===== src/rtl/result_arbiter.sv =====
// result_arbiter
// Round-robin owner of the shared 8:1 result-select mux. One requester is
// picked each cycle, its word is captured into a single-entry output stage,
// and a requester may hold the grant across transfers with req_lock.
//
// Handshake: a word moves from requester i when req_ready[i] is high. It
// moves to the consumer on any edge where out_valid and out_ready are both
// high. The stage refills on the same edge it drains, so there is no bubble.
module result_arbiter #(
    parameter int NUM_REQ = 8,
    parameter int DATA_W  = 32
) (
    input  logic               clk,
    input  logic               reset_n,
    input  logic [NUM_REQ-1:0] req_valid,
    input  logic [NUM_REQ-1:0] req_lock,
    output logic [NUM_REQ-1:0] req_ready,
    output logic [2:0]         mux_select,
    input  logic [DATA_W-1:0]  mux_result,
    output logic               out_valid,
    output logic [DATA_W-1:0]  out_data,
    output logic [2:0]         out_src,
    input  logic               out_ready
);

    // Arbitration state
    logic [2:0]        r_ptr;
    logic              r_locked;
    logic [2:0]        r_lock_id;

    // Output stage
    logic              r_out_valid;
    logic [DATA_W-1:0] r_out_data;
    logic [2:0]        r_out_src;

    // Combinational arbitration results
    logic [2:0]        w_idx;
    logic [2:0]        w_rr_win;
    logic              w_rr_any;
    logic              w_lock_hit;
    logic [2:0]        w_winner;
    logic              w_any;
    logic              w_can_accept;
    logic              w_accept;

    // Round-robin search starting at r_ptr. The loop runs from the farthest
    // offset down so the nearest requester is assigned last and wins.
    always_comb begin
        w_idx    = r_ptr;
        w_rr_win = r_ptr;
        w_rr_any = 1'b0;
        for (int k = NUM_REQ - 1; k >= 0; k--) begin
            w_idx = r_ptr + 3'(k);
            if (req_valid[w_idx]) begin
                w_rr_win = w_idx;
                w_rr_any = 1'b1;
            end
        end
    end

    // A held lock overrides round robin only while its owner is still
    // requesting. Otherwise the normal search decides.
    always_comb begin
        w_lock_hit   = r_locked && req_valid[r_lock_id];
        w_winner     = w_lock_hit ? r_lock_id : w_rr_win;
        w_any        = w_lock_hit || w_rr_any;
        w_can_accept = !r_out_valid || out_ready;
        w_accept     = w_can_accept && w_any;
    end

    // Grant is one-hot on the winner. It is forced low during reset.
    always_comb begin
        req_ready = '0;
        if (w_accept && reset_n) begin
            req_ready[w_winner] = 1'b1;
        end
        mux_select = w_any ? w_winner : r_ptr;
    end

    // Pointer and lock bookkeeping on each accepted transfer
    always_ff @(posedge clk or negedge reset_n) begin
        if (!reset_n) begin
            r_ptr     <= 3'd0;
            r_locked  <= 1'b0;
            r_lock_id <= 3'd0;
        end else if (w_accept) begin
            if (req_lock[w_winner]) begin
                r_locked  <= 1'b1;
                r_lock_id <= w_winner;
            end else begin
                r_locked  <= 1'b0;
                r_ptr     <= w_winner + 3'd1;
            end
        end
    end

    // Output stage: load on accept, drain on out_ready, else hold
    always_ff @(posedge clk or negedge reset_n) begin
        if (!reset_n) begin
            r_out_valid <= 1'b0;
            r_out_data  <= '0;
            r_out_src   <= 3'd0;
        end else if (w_accept) begin
            r_out_valid <= 1'b1;
            r_out_data  <= mux_result;
            r_out_src   <= w_winner;
        end else if (out_ready) begin
            r_out_valid <= 1'b0;
        end
    end

    assign out_valid = r_out_valid;
    assign out_data  = r_out_data;
    assign out_src   = r_out_src;

endmodule


===== config.mk =====
export PLATFORM = sky130hd
export DESIGN_NAME = result_arbiter
export DESIGN_NICKNAME = d
export VERILOG_FILES = /design/src/rtl/result_arbiter.sv
export SDC_FILE = /design/constraint.sdc
export NUM_CORES = 1
export LEC_CHECK = 0
export CELL_PAD_IN_SITES_DETAIL_PLACEMENT = 0
export CELL_PAD_IN_SITES_GLOBAL_PLACEMENT = 2
export CORE_ASPECT_RATIO = 1.25
export CORE_MARGIN = 10
export CORE_UTILIZATION = 31
export DETAILED_ROUTE_END_ITERATION = 6
export PLACE_DENSITY_LB_ADDON = 0.1
export SLEW_MARGIN = 20
export SYNTH_ARGS = -nofsm -noshare
export SYNTH_HDL_FRONTEND = slang
export SYNTH_SLANG_ARGS = --single-unit

===== constraint.sdc =====
create_clock -name clk -period 6.46 [get_ports clk]
set_input_delay 0.969 -clock clk [delete_from_list [all_inputs] [get_ports clk]]
set_output_delay 0.969 -clock clk [all_outputs]
set_load 0.01 [all_outputs]

Yosys cells after proc, flatten, opt, wreduce, memory -nomap -nowiden

Cells that the tools add are included.
Widths: inputs -> output; s select.

Add/subtract/negate cells: 8
$mul: 0
Div/mod/pow operators: 0
Magnitude comparators: 11
Eq/ne operators: 0
Shift operators: 0
Muxes and demuxes: 44
Bitwise gates (word level): 1
Reductions and logical operators: 10

Operators by type and width:

| operator            | number |
|---|---|
| $lt 3x4->1 const B  | 10 |
| $bmux 1 s3          | 10 |
| $mux 3              | 10 |
| $mux 1              | 22 |
| $add 3x3->3 const B | 4 |
| $mux 8              | 1 |
| $add 3x1->3 const B | 2 |
| $add 3x2->3 const B | 2 |
| $logic_and 1x1->1   | 4 |
| $reduce_and 2->1    | 2 |
| $demux 1 s3         | 1 |
| $ge 3x1->1 const B  | 1 |
| $logic_or 1x1->1    | 2 |
| $reduce_bool 2->1   | 1 |
| $logic_not 1->1     | 1 |
| $not 1->1           | 1 |

Flip-flop bits (word level): 43
Bits in latches: 0
Bits in writable memories: 0
Memory bits (read-only): 0
Bits of input ports: 51
Memories kept: 0

Longest topological paths before layout

Depth after elaboration: 17
Depth in mapped cells: 17

Worst setup path before layout

Ideal clock, no wire load.

Path kind: register to output
From: reg r_ptr[1]
To: out req_ready[3]
Arrival: 3.524 ns
Data required time: 5.491 ns
Setup slack: 1.967 ns
Cell stages (with the launch flop): 15
Buffers on the path: 5
Cell sequence: dfrtp_1 buf_4 clkbuf_1 inv_1 ha_1 clkbuf_1 mux4_2 and2_1 nand2_1 nor3_1 a21oi_1 buf_2 buf_2 nand3_1 nor3_1

Cells in the longest elaborated chain, start to end: 17

Ends and longest elaborated chain:

| what                                                           | line | RTL |
|---|---|---|
| from (decl)                                                    | 27   | `logic [2:0] r_ptr;` |
| from (signal assigned)                                         | 92   | `r_ptr <= w_winner + 3'd1;` |
| $add 3x3->3                                                    | 53   | `w_idx = r_ptr + 3'(k);` |
| $bmux 1 s3                                                     | 54   | `if (req_valid[w_idx]) begin` |
| $mux 1 (implied by the code)                                   | 54   |  |
| $mux 3 (8 in a row)                                            | 54   |  |
| $mux 3                                                         | 65   | `w_winner = w_lock_hit ? r_lock_id : w_rr_win;` |
| $lt 3x4->1 (implied by the code) or $ge 3x1->1 (tied branches) | 75   | `req_ready[w_winner] = 1'b1;` |
| $logic_and 1x1->1 (implied by the code)                        | 75   |  |
| $mux 1 (implied by the code)                                   | 75   |  |
| $demux 1 s3                                                    | 75   |  |
| $mux 8 (*)                                                     | 74   | `if (w_accept && reset_n) begin` |
| to (decl)                                                      | 17   | `output logic [NUM_REQ-1:0] req_ready,` |

Mark *: on every way between the ends. The rest lies on a longest branch, timed or not. The select of a mux whose other input is x is not followed.

Worst setup path after layout

From: in req_valid[6]
To: out req_ready[3]

Cells in the longest elaborated chain, start to end: 16

Ends and longest elaborated chain:

| what                                                           | line | RTL |
|---|---|---|
| from (decl)                                                    | 15   | `input logic [NUM_REQ-1:0] req_valid,` |
| $bmux 1 s3                                                     | 54   |  |
| $mux 1 (implied by the code)                                   | 54   |  |
| $mux 3 (8 in a row)                                            | 54   |  |
| $mux 3 (*)                                                     | 65   |  |
| named net w_winner[0]                                          | 41   | `logic [2:0] w_winner;` |
| $lt 3x4->1 (implied by the code) or $ge 3x1->1 (tied branches) | 75   |  |
| $logic_and 1x1->1 (implied by the code)                        | 75   |  |
| $mux 1 (implied by the code)                                   | 75   |  |
| $demux 1 s3 (*)                                                | 75   |  |
| $mux 8 (*)                                                     | 74   |  |

Mark *: on every way through the listed nets, which the timed path passes. The rest lies on a longest branch. The select of a mux whose other input is x is not followed.

==> reports/summary.txt <==
==============================================================================
Run status ...................................................... finished clean
Worst setup SP type .............................................    input pin
Placed instance count ...........................................          456
Unrepaired setup endpoints after global routing .................        false
Slowest Stage Delay on Critical Path ............................      0.60 ns
CP delay by family, top ......................................... multiplexers
Most common cell after layout, fill and taps aside .............. sky130_fd_sc_hd__clkdlybuf4s50_1
Number of CTS-inserted buffers ..................................            5
Count of instances resized after the clock tree is built ........            0
Number of global-route vias before repair .......................        2,496
Total congestion overflow after global routing ..................            0
# nets final ....................................................          394
Most used DFF post-synth ........................................ sky130_fd_sc_hd__dfrtp_1
Synthesized-area fraction occupied by ao, oa, aoi and oai cells .       12.46%
Proportion of netlist area held by the largest area contributor .       37.21%
Final weighted congestion in routability-driven placement .......       0.8266
Worst path buffer plus inverter count ...........................            2
Net switching component of the power ............................      1023 µW
Highest fanout seen on the critical path ........................            8
Final period demand of the worst path ...........................     5.432 ns
Switching Fraction ..............................................       44.05%
Total track usage ...............................................       12.92%
Post-Route Setup TNS ............................................         0 ns
# diodes ........................................................            0
Cell depth of the worst setup path ..............................           10
Relative contribution of the clock network to total power .......        11.2%
Top-level port count ............................................           98
Hold buffer count at cts ........................................            0
Post-detailed-route DRC marker count ............................            0
Setup Viol. Count Final .........................................            0
Total iterations of the first detailed-routing run ..............            4
Number of stages on the worst hold path .........................            1
Initial antenna violation count .................................            0
Pin count of the biggest net entering global routing ............           46
Placement row count .............................................           39
Clock tree from TritonCTS .......................................          yes
Total number of vias ............................................        2,293
Required time at the endpoint of the critical path ..............      5.49 ns
Worst clock skew ................................................  0.007576 ns
Warnings from Yosys .............................................            0
Max transition margin ...........................................       38.78%
Xor-xnor portion of the synthesized cell area ...................       2.034%
Part of the total power dissipated in combinational logic .......        71.6%
Cell count after synthesis ......................................          246
DP Wirelength ...................................................      6752 µm
Slowest cell on crit path ....................................... sky130_fd_sc_hd__mux2i_1
Post-synthesis sequential area ratio ............................       37.21%
Final cell count without fillers ................................          464
Most area-hungry cell type in the Yosys netlist ................. sky130_fd_sc_hd__dfrtp_1
Power share of the sequential group .............................        17.2%
Final hold violations ...........................................            0
Number of enable-type register cells in the synthesized netlist .            0
Aggregate routed wire length ....................................      8702 µm
Initial core utilization ........................................       31.69%
Clock tree buffer depth .........................................            2
Worst Reg2Reg Path Length in Cells ..............................           10
Data arrival, critical path .....................................      4.46 ns
Clock network latency to the later pin of the worst-skew pair ...      0.28 ns
Worst Max-Slew Pin Slew .........................................    0.9183 ns
Layout-stage area growth over the synthesis result ..............       42.49%
Post-Syn Nets ...................................................          300
Cell breakdown of the critical path ............................. clkdlybuf4s50_1 -> mux2i_1 -> mux4_2 -> nand2_2 -> o211a_1 -> mux2_4 -> a31oi_4 -> nand3_1 -> nor3_1 -> clkdlybuf4s50_1
Core region area ................................................     9125 µm²
Clock Tree Root ................................................. sky130_fd_sc_hd__clkbuf_16
Power density over the cells .................................... 563.6 nW/µm²
Simple-Gate Fraction of Synth Area ..............................       9.303%
Die span in x ...................................................     106.4 µm
Peak supply drop ................................................     242.1 µV
Die area ........................................................   13,610 µm²
Adder and majority gate portion of the synthesized area .........       1.298%
Fraction of layout instances using a drive strength above 1 .....       23.17%
Multiplexer fraction of the synthesized cell area ...............       33.06%
Area of the mapped netlist ......................................     2892 µm²
Commonest cells after routing, fill and taps aside .............. 96 x sky130_fd_sc_hd__clkdlybuf4s50_1, 43 x sky130_fd_sc_hd__dfrtp_1, 35 x sky130_fd_sc_hd__mux2_2
Port Buf Inserts ................................................           97
Max-slew violation count ........................................            0
Pleak ...........................................................  0.001663 µW
Max-capacitance violation count .................................            0
Setup Crit Path Kind ............................................ input pin to output port
Most area-consuming cells after synthesis ....................... sky130_fd_sc_hd__dfrtp_1 37%, sky130_fd_sc_hd__mux2_2 14%, sky130_fd_sc_hd__mux4_2 10%
Unique cell type count in the Yosys netlist .....................           53
Number of flip-flops and latches in the synthesized netlist .....           43
Routed length per placed instance ...............................     18.75 µm
Combinational family with the most area after synthesis ......... multiplexers
FFs w/ async S/R, synth .........................................       100.0%
Class of the worst hold path .................................... flip-flop to flip-flop
Cell Int Power ..................................................      1299 µW
Mean instance size in the synthesized netlist ...................    11.75 µm²
Tcrit/Tclk final ................................................       84.09%
Highest Clock Rate ..............................................    184.1 MHz
Antenna Nets Post-Route .........................................            0
Vias per inst ...................................................        4.942
Clock Sink Count ................................................           43
Detailed router's first-iteration violation count ...............           93
Die span in y ...................................................     128.0 µm
Endpoint type of the worst setup path ...........................  output port
Cell mode on critical path ...................................... sky130_fd_sc_hd__clkdlybuf4s50_1
Number of H-tree levels .........................................            2
Number of buffers added for setup after CTS .....................            0
Reg clk slew, reported paths ....................................      0.06 ns
First-pass GRT wire length ......................................    13,930 µm
==============================================================================
==> worst reg2reg max path, stage by stage, from the launching register on <==
cell	delay, ns
sky130_fd_sc_hd__dfrtp_1	0.94
sky130_fd_sc_hd__mux4_2	0.65
sky130_fd_sc_hd__mux2i_1	0.32
sky130_fd_sc_hd__and3_1	0.20
sky130_fd_sc_hd__a22oi_1	0.07
sky130_fd_sc_hd__a311o_1	0.32
sky130_fd_sc_hd__and3b_1	0.36
sky130_fd_sc_hd__mux2i_1	0.19
sky130_fd_sc_hd__a22o_2	0.32
sky130_fd_sc_hd__o21ai_2	0.27
sky130_fd_sc_hd__mux2_1	0.35
==> worst paths after layout <==
kind / from / endpoint / slack [ns]
setup / recovery: req_valid[6] / req_ready[3] / 1.03
hold / removal: out_data[2] / out_data[2] / 0.50
setup reg to reg: r_ptr[2] / r_lock_id[1] / 2.35
hold reg to reg: out_data[2] / out_data[2] / 0.50
max in group asynchronous: reset_n / r_lock_id[1] / 5.29
min in group asynchronous: reset_n / out_data[22] / 0.77
==> metal layers <==
layer	vias up	GRT usage, %	wire length, µm
met2	60	22.92	4478
met1	1127	14.07	3492
met3	4	4.879	654
li1	1102	-	-
met5	-	0	0
met4	0	3.512	77
==> cells in the mapped netlist (4+ instances only) <==
master and instances:
sky130_fd_sc_hd__a21o_1 4, sky130_fd_sc_hd__a21oi_1 8, sky130_fd_sc_hd__a22oi_1 4, sky130_fd_sc_hd__a31oi_1 4
sky130_fd_sc_hd__buf_2 5, sky130_fd_sc_hd__clkbuf_1 6, sky130_fd_sc_hd__dfrtp_1 43, sky130_fd_sc_hd__inv_1 11
sky130_fd_sc_hd__mux2_1 4, sky130_fd_sc_hd__mux2_2 35, sky130_fd_sc_hd__mux2i_1 13, sky130_fd_sc_hd__mux4_2 13
sky130_fd_sc_hd__nand2_1 11, sky130_fd_sc_hd__nand3_1 6, sky130_fd_sc_hd__nor2_1 13, sky130_fd_sc_hd__nor2b_1 4
sky130_fd_sc_hd__o21ai_0 5
==> power by group through the flow <==
| stage | Sequential, µW | Combinational [µW] | Clock [µW] |
|---|---|---|---|
| after floorplan | 397 | 1210 | 0 |
| after global placement | 402 | 1700 | 0 |
| after detailed placement | 406 | 1680 | 0 |
| after CTS | 402 | 1700 | 272 |
| after global routing | 410 | 1830 | 282 |
| final | 400 | 1660 | 261 |
==> sequential cells by signal (all words and copies together), names as in the netlist <==
name,flops
r_lock_id,3
out_data,32
r_locked,1
out_src,3
out_valid,1
r_ptr,3
==> kinds of logic (layout without fill, tap and decap cells) <==
logic type | Yosys count | count (layout)
XOR/XNOR | 5 | 5
flip-flops | 43 | 43
buffers and inverters | 26 | 121
AND/OR/NAND/NOR | 53 | 53
adder cells (fa/ha/maj) | 3 | 3
multiplexers | 70 | 70
AO/OA/AOI/OAI | 46 | 46
==> area by class of cell <==
class	instances	area, µm²
clock buffer	6	138.9
tap	123	153.9
multi-input combinational	177	1693
clock inverter	2	13.76
inverter	11	41.29
fill	903	5005
timing repair buffer	102	1003
sequential	43	1076
==> stage by stage <==
| stage | hold WS [ns] | total power (µW) | setup slack, ns | area (µm²) | util, % |
|---|---|---|---|---|---|
| 2_1_floorplan | 0.4729 | 1603 | 1.967 | 2892 | - |
| 3_3_place_gp | 0.4885 | 2100 | 1.009 | 3968 | 43.48 |
| 3_5_place_dp | 0.4950 | 2091 | 0.9887 | 3968 | 43.48 |
| 4_1_cts | 0.5088 | 2373 | 0.9798 | 4120 | 45.15 |
| 5_1_grt | 0.5123 | 2518 | 0.7460 | 4120 | 45.15 |
| 6_report | 0.5041 | 2322 | 1.028 | 4120 | 45.15 |
No activity file was read; power rests on OpenSTA's default activity.
